`config.mk`:
```
export PLATFORM = sky130hd
export DESIGN_NAME = gdb_rsp_tx
export DESIGN_NICKNAME = d
export VERILOG_FILES = /design/src/rtl/gdb_rsp_tx.sv
export SDC_FILE = /design/constraint.sdc
export NUM_CORES = 1
export LEC_CHECK = 0
export BUFFER_PORTS_ARGS = -buffer_cell sky130_fd_sc_hd__buf_2
export CAP_MARGIN = 20
export CORE_ASPECT_RATIO = 1.4
export CORE_MARGIN = 1.5
export CORE_UTILIZATION = 54
export CTS_CLUSTER_SIZE = 12
export DETAILED_ROUTE_END_ITERATION = 8
export PLACE_DENSITY = 0.9
export SLEW_MARGIN = 30
export SYNTH_ARGS = -nofsm -noshare
export SYNTH_HDL_FRONTEND = slang
export SYNTH_SLANG_ARGS = --single-unit
```
`constraint.sdc`:
```
create_clock -name clk -period 3 [get_ports clk]
set_input_delay 0.45 -clock clk [delete_from_list [all_inputs] [get_ports clk]]
set_output_delay 0.45 -clock clk [all_outputs]
set_load 0.005 [all_outputs]
```
`src/rtl/gdb_rsp_tx.sv`:
```
// gdb_rsp_tx: GDB Remote Serial Protocol packet transmitter.
// Frames a raw payload stream as "$<payload>#<hh>". The bytes '#', '$', '}' and '*'
// are sent as '}' followed by the byte XOR 0x20. <hh> is the lowercase hex mod-256 sum
// of every byte sent between '$' and '#'.
// Optional feature macro: GDB_RSP_TX_RETRY_EN. It adds the retransmit buffer, the
// ack wait, the timeout and the retry logic. Without it, the block returns to IDLE
// straight after the checksum and ignores ack_*.
module gdb_rsp_tx #(
   parameter int DEPTH     = 256,
   parameter int TIMEOUT   = 1000000,
   parameter int MAX_RETRY = 3
) (
   input  logic       clk,
   input  logic       rst,
   input  logic       in_vld,
   output logic       in_rdy,
   input  logic [7:0] in_dat,
   input  logic       in_lst,
   input  logic       in_emp,
   output logic       out_vld,
   input  logic       out_rdy,
   output logic [7:0] out_dat,
   input  logic       ack_vld,
   input  logic       ack_nak,
   output logic       busy,
   output logic       err_ovf,
   output logic       err_retry
);

   typedef enum logic [2:0] {
      S_IDLE     = 3'd0,
      S_START    = 3'd1,
      S_DATA     = 3'd2,
      S_ESC      = 3'd3,
      S_HASH     = 3'd4,
      S_CSUM_HI  = 3'd5,
      S_CSUM_LO  = 3'd6,
      S_WAIT_ACK = 3'd7
   } state_t;

   state_t     r_state;
   state_t     w_next;
   logic [7:0] r_csum;

   logic       w_replay;
   logic       w_src_vld;
   logic [7:0] w_src_dat;
   logic       w_src_lst;
   logic       w_head_emp;
   logic       w_esc;
   logic       w_out_vld;
   logic [7:0] w_out_dat;
   logic       w_in_rdy;
   logic       w_xfer;
   logic       w_acc;
   logic       w_adv;

   // Lowercase ASCII hex digit for one nibble
   function automatic logic [7:0] f_hex(input logic [3:0] n);
      if (n < 4'd10) begin
         f_hex = 8'h30 + {4'h0, n};
      end else begin
         f_hex = 8'h57 + {4'h0, n};
      end
   endfunction

   // True for the bytes that must be sent with a '}' prefix
   function automatic logic f_needs_esc(input logic [7:0] b);
      f_needs_esc = (b == 8'h23) || (b == 8'h24) || (b == 8'h7D) || (b == 8'h2A);
   endfunction

`ifdef GDB_RSP_TX_RETRY_EN
   localparam int AW = $clog2(DEPTH);
   localparam int TW = (TIMEOUT > 1) ? $clog2(TIMEOUT) : 1;
   localparam int RW = $clog2(MAX_RETRY + 1);
   localparam logic [AW:0]   C_ONE_P = (AW+1)'(1);
   localparam logic [RW-1:0] C_ONE_R = RW'(1);

   logic [7:0]    r_buf [0:DEPTH-1];
   logic [AW:0]   r_wptr;
   logic [AW:0]   r_rptr;
   logic [AW:0]   r_len;
   logic          r_replay;
   logic          r_ovf_pkt;
   logic          r_err_ovf;
   logic          r_err_retry;
   logic [TW-1:0] r_tmr;
   logic [RW-1:0] r_retry;
   logic          w_timeout;
   logic          w_ack_ok;
   logic          w_retry_ev;
   logic [RW-1:0] w_retry_inc;
   logic          w_wr;

   assign w_replay    = r_replay;
   assign w_timeout   = (r_tmr == TW'(TIMEOUT - 1));
   assign w_ack_ok    = ack_vld && !ack_nak;
   // An ack on the same cycle as the timeout wins over the timeout
   assign w_retry_ev  = (ack_vld && ack_nak) || (!ack_vld && w_timeout);
   assign w_retry_inc = r_retry + C_ONE_R;
   // r_wptr saturates at DEPTH, so its top bit marks a full buffer
   assign w_wr        = w_acc && (r_state != S_START) && !r_wptr[AW];

   // Payload source: the live input on first transmission, the buffer on replay
   always_comb begin
      if (r_replay) begin
         w_src_vld  = 1'b1;
         w_src_dat  = r_buf[r_rptr[AW-1:0]];
         w_src_lst  = ((r_rptr + C_ONE_P) == r_len);
         w_head_emp = (r_len == '0);
      end else begin
         w_src_vld  = in_vld;
         w_src_dat  = in_dat;
         w_src_lst  = in_lst;
         w_head_emp = in_vld && in_lst && in_emp;
      end
   end

   // Retransmit buffer storage, written with raw (unescaped) payload bytes
   always_ff @(posedge clk) begin
      if (w_wr) begin
         r_buf[r_wptr[AW-1:0]] <= in_dat;
      end
   end

   // Retransmit bookkeeping: pointers, length, timer, retry count, sticky errors
   always_ff @(posedge clk or posedge rst) begin
      if (rst) begin
         r_wptr      <= '0;
         r_rptr      <= '0;
         r_len       <= '0;
         r_replay    <= 1'b0;
         r_ovf_pkt   <= 1'b0;
         r_err_ovf   <= 1'b0;
         r_err_retry <= 1'b0;
         r_tmr       <= '0;
         r_retry     <= '0;
      end else begin
         if (r_state == S_IDLE) begin
            r_replay  <= 1'b0;
            r_wptr    <= '0;
            r_ovf_pkt <= 1'b0;
            r_retry   <= '0;
         end
         if (r_state == S_START) begin
            r_rptr <= '0;
            if (w_acc) begin
               r_len <= '0;
            end
         end
         if (w_acc && (r_state != S_START)) begin
            if (r_wptr[AW]) begin
               r_ovf_pkt <= 1'b1;
               r_err_ovf <= 1'b1;
            end else begin
               r_wptr <= r_wptr + C_ONE_P;
               if (in_lst) begin
                  r_len <= r_wptr + C_ONE_P;
               end
            end
         end
         if (r_replay && w_adv) begin
            r_rptr <= r_rptr + C_ONE_P;
         end
         if (r_state == S_WAIT_ACK) begin
            r_tmr <= r_tmr + TW'(1);
         end else begin
            r_tmr <= '0;
         end
         if ((r_state == S_WAIT_ACK) && !w_ack_ok && w_retry_ev) begin
            if (r_ovf_pkt) begin
               r_retry <= '0;
            end else if (w_retry_inc == RW'(MAX_RETRY)) begin
               r_err_retry <= 1'b1;
               r_retry     <= '0;
            end else begin
               r_retry  <= w_retry_inc;
               r_replay <= 1'b1;
            end
         end else if ((r_state == S_WAIT_ACK) && w_ack_ok) begin
            r_retry <= '0;
         end
      end
   end

   assign err_ovf   = r_err_ovf;
   assign err_retry = r_err_retry;
`else
   logic w_unused;

   assign w_replay  = 1'b0;
   assign w_unused  = ack_vld ^ ack_nak ^ (DEPTH > 0) ^ (TIMEOUT > 0) ^ (MAX_RETRY > 0);

   // Payload source: always the live input stream
   always_comb begin
      w_src_vld  = in_vld;
      w_src_dat  = in_dat;
      w_src_lst  = in_lst;
      w_head_emp = in_vld && in_lst && in_emp;
   end

   assign err_ovf   = 1'b0;
   assign err_retry = 1'b0;
`endif

   assign w_esc  = f_needs_esc(w_src_dat);
   assign w_xfer = w_out_vld && out_rdy;
   assign w_acc  = in_vld && w_in_rdy;
   // A payload byte is consumed when its final output byte transfers
   assign w_adv  = w_xfer && (((r_state == S_DATA) && !w_esc) || (r_state == S_ESC));

   // State register
   always_ff @(posedge clk or posedge rst) begin
      if (rst) begin
         r_state <= S_IDLE;
      end else begin
         r_state <= w_next;
      end
   end

   // Next-state logic
   always_comb begin
      w_next = r_state;
      case (r_state)
         S_IDLE: begin
            if (in_vld) begin
               w_next = S_START;
            end else begin
               w_next = S_IDLE;
            end
         end
         S_START: begin
            if (w_xfer) begin
               w_next = w_head_emp ? S_HASH : S_DATA;
            end else begin
               w_next = S_START;
            end
         end
         S_DATA: begin
            if (w_xfer && w_esc) begin
               w_next = S_ESC;
            end else if (w_xfer && w_src_lst) begin
               w_next = S_HASH;
            end else begin
               w_next = S_DATA;
            end
         end
         S_ESC: begin
            if (w_xfer) begin
               w_next = w_src_lst ? S_HASH : S_DATA;
            end else begin
               w_next = S_ESC;
            end
         end
         S_HASH: begin
            if (w_xfer) begin
               w_next = S_CSUM_HI;
            end else begin
               w_next = S_HASH;
            end
         end
         S_CSUM_HI: begin
            if (w_xfer) begin
               w_next = S_CSUM_LO;
            end else begin
               w_next = S_CSUM_HI;
            end
         end
         S_CSUM_LO: begin
            if (w_xfer) begin
`ifdef GDB_RSP_TX_RETRY_EN
               w_next = S_WAIT_ACK;
`else
               w_next = S_IDLE;
`endif
            end else begin
               w_next = S_CSUM_LO;
            end
         end
         S_WAIT_ACK: begin
`ifdef GDB_RSP_TX_RETRY_EN
            if (w_ack_ok) begin
               w_next = S_IDLE;
            end else if (w_retry_ev) begin
               if (r_ovf_pkt || (w_retry_inc == RW'(MAX_RETRY))) begin
                  w_next = S_IDLE;
               end else begin
                  w_next = S_START;
               end
            end else begin
               w_next = S_WAIT_ACK;
            end
`else
            w_next = S_IDLE;
`endif
         end
         default: begin
            w_next = S_IDLE;
         end
      endcase
   end

   // Output logic: framing bytes, zero-latency payload pass-through, input ready
   always_comb begin
      w_out_vld = 1'b0;
      w_out_dat = 8'h00;
      w_in_rdy  = 1'b0;
      case (r_state)
         S_START: begin
            w_out_vld = 1'b1;
            w_out_dat = 8'h24;
            w_in_rdy  = !w_replay && w_head_emp && out_rdy;
         end
         S_DATA: begin
            w_out_vld = w_src_vld;
            if (w_esc) begin
               w_out_dat = 8'h7D;
            end else begin
               w_out_dat = w_src_dat;
               w_in_rdy  = !w_replay && out_rdy;
            end
         end
         S_ESC: begin
            w_out_vld = w_src_vld;
            w_out_dat = w_src_dat ^ 8'h20;
            w_in_rdy  = !w_replay && out_rdy;
         end
         S_HASH: begin
            w_out_vld = 1'b1;
            w_out_dat = 8'h23;
         end
         S_CSUM_HI: begin
            w_out_vld = 1'b1;
            w_out_dat = f_hex(r_csum[7:4]);
         end
         S_CSUM_LO: begin
            w_out_vld = 1'b1;
            w_out_dat = f_hex(r_csum[3:0]);
         end
         default: begin
            w_out_vld = 1'b0;
         end
      endcase
   end

   // Running checksum of every byte sent between '$' and '#'
   always_ff @(posedge clk or posedge rst) begin
      if (rst) begin
         r_csum <= 8'h00;
      end else if (r_state == S_START) begin
         r_csum <= 8'h00;
      end else if (((r_state == S_DATA) || (r_state == S_ESC)) && w_xfer) begin
         r_csum <= r_csum + w_out_dat;
      end
   end

   assign out_vld = w_out_vld;
   assign out_dat = w_out_dat;
   assign in_rdy  = w_in_rdy;
   assign busy    = (r_state != S_IDLE);

endmodule

```
==> flow_summary.yaml, run 1 <==
setup_path:
  crit_start: "in_dat[2]"
  critPathMaxStageDelay_ns: 0.51
  crit_slowest_cell: "or4b_1"
  crit_buf_inv: 2
  cp.arrival_ns: 2.96
  cp-start-kind: "primary input"
  endpoint_kind: "flop"
  reg2reg_from: "r_csum[0]"
  cp_cell_sequence: "buf_2, or4b_1, o22ai_1, a22o_2, and3b_2, o21ai_1, ha_1, a211oi_1, buf_4, o21bai_1, a21oi_1, xor2_1, o21ai_0"
  crit_type: "in -> reg"
  crit_path_max_fanout: 4
  cp.required_ns: 3.14
  crit_family: "compound AO/OA/AOI/OAI gates"
cells_and_area:
  multi_input_area_um2: 975.9
  fill_cells: 194
  area_growth_pct: 19.81
  drive_above_1_share: 0.2361
  stdcell_count: 239
  fin_nets: 243
  seqCellArea_um2: 276.5
  diodes: 0
logic_synthesis:
  yosysWarnings: 0
  synth_top_family_by_area: "compound AO/OA/AOI/OAI gates"
  synth_top_cell_by_area: "dfrtp_1"
  synthMuxAreaShare: 0.007512
  async_reset_ff_frac: 1.000
  synth_edf_count: 0
  synth-compound-area-share: 0.3155
  syn-instance-count: 179
  synth.top_cell.area_share: 0.2066
  syn_area_um2: 1333
  synth-seq-area-share: 0.2066
  synth-xor-area-share: 0.03286
  ys_top_cells_by_area: "dfrtp_1, ha_1, o21ai_0"
  synth_cell_type_count: 48
  synth-adder-area-share: 0.09953
  yosys_register_bits: 11
  synth-simple-area-share: 0.2685
  synth_flop_cell: "dfrtp_1"
  syn_area_per_cell_um2: 7.444
pwr:
  power_uw: 1432
  power.density_nw_per_um2: 897.2
  ir_worst_vdd_uv: 490.0
  p_leak_uw: 0.0007823
timing:
  hold_violations: 0
  slew_viol_final: 0
  fin_skew_ns: 0.0009665
  post-route-min-period_ns: 2.820
  layout_setup_ws_ns: 0.1798
  rsz0062_at_grt: "false"
  clock.fmax_ghz: 0.3546
  period_share: 0.9401
  setup_viol_count_final: 0
drt:
  vias: 1487
  firstDrtPassIters: 5
  vias_per_cell: 6.222
  routed_wl_um: 3594
  ant_nets: 0
  route.detailed.drc: 0
  first_iter_violations: 51
  post_drt_wl_per_cell_um: 15.04
cts:
  cts_tree: "built"
  cts_buffer_depth: 2
  clk_pin_slew_ns: 0.07
  cts_buffers: 3
  root_buffer: "clkbuf_4"
  htree_levels: 1
  clk-insertion-delay-late_ns: 0.28
  cts.sinks: 11
  cts-resized-gates: 0
  postCtsSetupBuffers: 0
  hold_buffers: 0
grt:
  grt_pass1_vias: 1318
  overflow: 0
  grt_antenna_before_repair: 0
  grt_use_total: 0.2855
  grt_max_degree: 12
  grt_pass1_wl_um: 5775
die:
  die-height_um: 61.78
  num_rows: 21
  die_area_um2: 2779
  fp.dieW_um: 44.99
  core_area_um2: 2365
  io_pins: 29
  initial_utilization: 0.5635
placed_design:
  placedCellCount: 235
  port_buffers: 24
  gp_congestion: 0.8414
  dp_hpwl_um: 2822
  post-place-ws_ns: -0.09689
status:
  status: "completed"
min_path:
  hold_class: "in -> async"
job:
  cap_violations: 0
cells by family (layout without fill, tap and decap cells):
| group | Yosys count | count (layout) |
|---|---|---|
| buffers and inverters | 19 | 55 |
| AO/OA/AOI/OAI | 64 | 64 |
| multiplexers | 1 | 1 |
| other | 1 | 2 |
| XOR/XNOR | 5 | 5 |
| flip-flops | 11 | 11 |
| adder cells (fa/ha/maj) | 10 | 10 |
| AND/OR/NAND/NOR | 68 | 68 |
state kept, by name, indices dropped and copies added, names as in the netlist:
name	count
r_csum	8
r_state	3
cells in the mapped netlist, drive strengths merged (4+ instances only):
cell type,number
nor2,9
buf,4
dfrtp,11
o21ai,18
a21o,4
nand3,8
nand2,22
nand2b,4
inv,9
xnor2,4
nor2b,4
nor3,4
clkbuf,6
a21oi,12
a211oi,7
ha,9
stage by stage:
step / util / hold WS [ns] / setup TNS (ns) / area [µm²]
floorplan: - / 0.3024 / 0 / 1336
global placement: 0.6619 / 0.4794 / -0.03717 / 1565
detailed placement: 0.6619 / 0.4856 / -0.1677 / 1565
CTS: 0.6730 / 0.1916 / 0 / 1592
global route: 0.6751 / 0.2214 / 0 / 1597
finish: 0.6751 / 0.1696 / 0 / 1597
area by class of cell:
| class | count | share of cell area |
|---|---|---|
| Multi-Input combinational cell | 150 | 0.6113 |
| Sequential cell | 11 | 0.1732 |
| Timing Repair Buffer | 42 | 0.1599 |
| Inverter | 9 | 0.02116 |
| Tap cell | 23 | 0.01803 |
| Clock buffer | 4 | 0.01646 |
worst register-to-register path, stage by stage (launching register included):
cell and delay [ns]:
dfrtp_1 0.39, inv_1 0.09, ha_1 0.22, and4b_1 0.17, a21oi_1 0.16, nor2_1 0.07, a211oi_1 0.24, nand2_1 0.12
ha_1 0.35, o21ai_0 0.28, o21bai_1 0.09, a21oi_1 0.18, xor2_1 0.16, o21ai_0 0.10
worst paths after layout:
check | end | slack (ns) | depth (start not counted)
setup / recovery | r_csum[5] | 0.18 | 13
hold / removal | r_csum[6] | 0.17 | 2
setup reg to reg | r_csum[5] | 0.25 | 13
hold reg to reg | r_csum[4] | 0.54 | 2
max in group asynchronous | r_csum[1] | 2.49 | 2
min in group clk | r_csum[4] | 0.54 | 2
layout by cell type, fill, tap and decap left out, types with 2 or more instances in the layout:
| master | count |
|---|---|
| o211ai_1 | 2 |
| o21a_1 | 2 |
| o22ai_1 | 3 |
| o21ai_0 | 15 |
| o21ai_1 | 2 |
| xnor2_1 | 4 |
| dfrtp_1 | 10 |
| a21oi_1 | 12 |
| inv_1 | 9 |
| nand3b_1 | 2 |
| nand2_1 | 22 |
| buf_4 | 18 |
| nor2_1 | 9 |
| nand2b_1 | 4 |
| a22oi_1 | 3 |
| clkbuf_4 | 3 |
| or3_1 | 3 |
| nor2b_1 | 4 |
| a22o_1 | 2 |
| and4b_1 | 2 |
| nand3_1 | 8 |
| nor3b_1 | 2 |
| a21o_1 | 4 |
| o41ai_1 | 2 |
| a31oi_1 | 3 |
| ha_1 | 9 |
| a211oi_1 | 6 |
| o21bai_1 | 3 |
| nor3_1 | 4 |
| buf_2 | 24 |
| conb_1 | 2 |
layer usage:
metal / share of wire / global-route usage
met1: 0.40 / 0.3267
met2: 0.53 / 0.5122
met3: 0.047 / 0.03468
met4: 0.020 / 0.1471
met5: 0 / 0
where the power goes:
part | internal (µW) | switching (µW) | leakage, µW
clock | 51.6 | 53.5 | 0.0000150
combinational | 464 | 543 | 0.000623
sequential | 207 | 113 | 0.000144
total | 723 | 710 | 0.000782
Power figures use the tool's default switching activity.
==> inputs of run 2 (changes only) <==
- BUFFER_PORTS_ARGS: -buffer_cell sky130_fd_sc_hd__buf_2 -> -buffer_cell sky130_fd_sc_hd__buf_4
- CORE_MARGIN: 1.5 -> unset
==> flow_summary.yaml, run 2 (synthesized netlist as in run 1, its figures left out) <==
placed_design:
  dp_hpwl_um: 2776
  port_buffers: 24
  placedCellCount: 232
  gp_congestion: 0.8999
pwr:
  ir_worst_vdd_uv: 528.3
  p_int_uw: 758.6
  clkPwrFrac: 0.073
  switching_share: 0.4878
  power.density_nw_per_um2: 902.9
  p_leak_uw: 0.0007926
  power_uw: 1481
  p_sw_uw: 722.5
  comb_power_share: 0.710
  power_frac_seq: 0.217
cells_and_area:
  layout_commonest_cell: "buf_4"
  reg_top3: "r_csum x8, r_state x3"
  drive_above_1_share: 0.2243
  diodes: 0
  largest_reg_flops: 8
  stdcell_count: 236
  largest_register: "r_csum"
  fin_util: 0.7283
  fin_nets: 241
  area_growth_pct: 23.10
  layout_common_cells: "buf_4, nand2_1, o21ai_0"
cts:
  clk_pin_slew_ns: 0.08
  cts_buffer_depth: 2
  root_buffer: "clkbuf_4"
  hold_buffers: 0
  cts_tree: "built"
  cts.sinks: 11
  cts_buffers: 3
  clk-insertion-delay-late_ns: 0.28
  htree_levels: 1
setup_path:
  crit_slowest_cell: "dfrtp_1"
  cp-start-kind: "flop"
  cp.arrival_ns: 2.98
  cp_cell_sequence: "o21ai_0, xnor2_1, nor2_1, o21ai_0, nand3_1, ha_1, fa_1, a21o_1, a21oi_1, o21bai_1, mux2i_1, nand2_1"
  cp_common_cell: "o21ai_0"
  endpoint_kind: "flop"
  crit_type: "reg -> reg"
  crit_path_max_fanout: 8
  critPathMaxStageDelay_ns: 0.46
  cp.required_ns: 3.17
min_path:
  hold_class: "in -> async"
status:
  failed_checks: "DRC"
  status: "complete, but fails checks"
drt:
  route.detailed.drc: 2
  ant_nets: 0
  vias_per_cell: 6.483
  post_drt_wl_per_cell_um: 15.75
  routed_wl_um: 3717
  firstDrtPassIters: 7
  first_iter_violations: 105
  vias: 1530
grt:
  grt_antenna_before_repair: 0
  grt_pass1_wl_um: 6210
  grt_pass1_vias: 1442
  overflow: 0
  grt_use_total: 0.3103
  grt_max_degree: 16
timing:
  clock.fmax_ghz: 0.3557
  fin_skew_ns: 0.002894
  tns_ns: 0
  whs_ns: 0.1894
  post-route-min-period_ns: 2.811
  rsz0062_at_grt: "false"
  period_share: 0.9370
  slew_viol_final: 0
  hold_violations: 0
  setup_viol_count_final: 0
job:
  cap_violations: 0
die:
  die_area_um2: 2673
  fp.dieW_um: 43.99
  num_rows: 20
  core_area_um2: 2252
  die-height_um: 60.78
  io_pins: 29
  initial_utilization: 0.5917
run 2: critical path: cells and delay by family, from the launching register on:
kind / cells / cell delay (ns)
AO/OA/AOI/OAI: 5 / 1.01
XOR/XNOR: 1 / 0.16
adder cells (fa/ha/maj): 2 / 0.65
flip-flops: 1 / 0.46
multiplexers: 1 / 0.16
AND/OR/NAND/NOR: 3 / 0.25
run 2: power by group through the flow:
| stage | registers [µW] | logic, µW | clock network, µW |
|---|---|---|---|
| final | 321 | 1050 | 108 |
| after global routing | 334 | 1150 | 123 |
| after CTS | 318 | 1030 | 110 |
| after detailed placement | 318 | 1020 | 0 |
| after global placement | 314 | 974 | 0 |
| after floorplan | 264 | 693 | 0 |
run 2: metal layers:
| metal | global-route usage | share of wire | vias to the layer above | wire length (µm) |
|---|---|---|---|---|
| met5 | 0 | 0 | - | 0 |
| met1 | 0.3741 | 0.40 | 711 | 1476 |
| met3 | 0.05952 | 0.074 | 10 | 274 |
| met4 | 0.1429 | 0.021 | 0 | 78 |
| met2 | 0.5309 | 0.51 | 76 | 1887 |
| li1 | - | - | 733 | - |
run 2: metrics by stage:
stage / instance area (µm²) / setup slack, ns
global route: 1640 / 0.009989
detailed placement: 1609 / -0.1191
floorplan: 1336 / 0.1863
finish: 1640 / 0.1889
global placement: 1609 / -0.04473
CTS: 1635 / 0.1575
run 2: final timing paths:
check	cells past startpoint	end	start	slack [ns]
worst max register to register	12	r_csum[6]	r_csum[6]	0.19
worst min register to register	2	r_csum[4]	r_csum[4]	0.53
worst max-delay path	12	r_csum[6]	r_csum[6]	0.19
worst min-delay path	2	r_csum[5]	rst	0.19
max in group asynchronous	2	r_csum[6]	rst	2.48
min in group clk	3	r_state[2]	in_lst	0.53
run 2: timing repair:
action,CTS,global route
gates resized for setup,0,2
buffers inserted,0,0
endpoints found under the setup margin,0,3
run 2: cell type report:
cell class                      instances  area, µm²
Timing Repair Buffer                   40      300.3
Multi-Input combinational cell        150      977.2
Clock buffer                            4      26.28
Tap cell                               22      27.53
Fill cell                             171      611.8
Inverter                                9      33.78
Sequential cell                        11      275.3
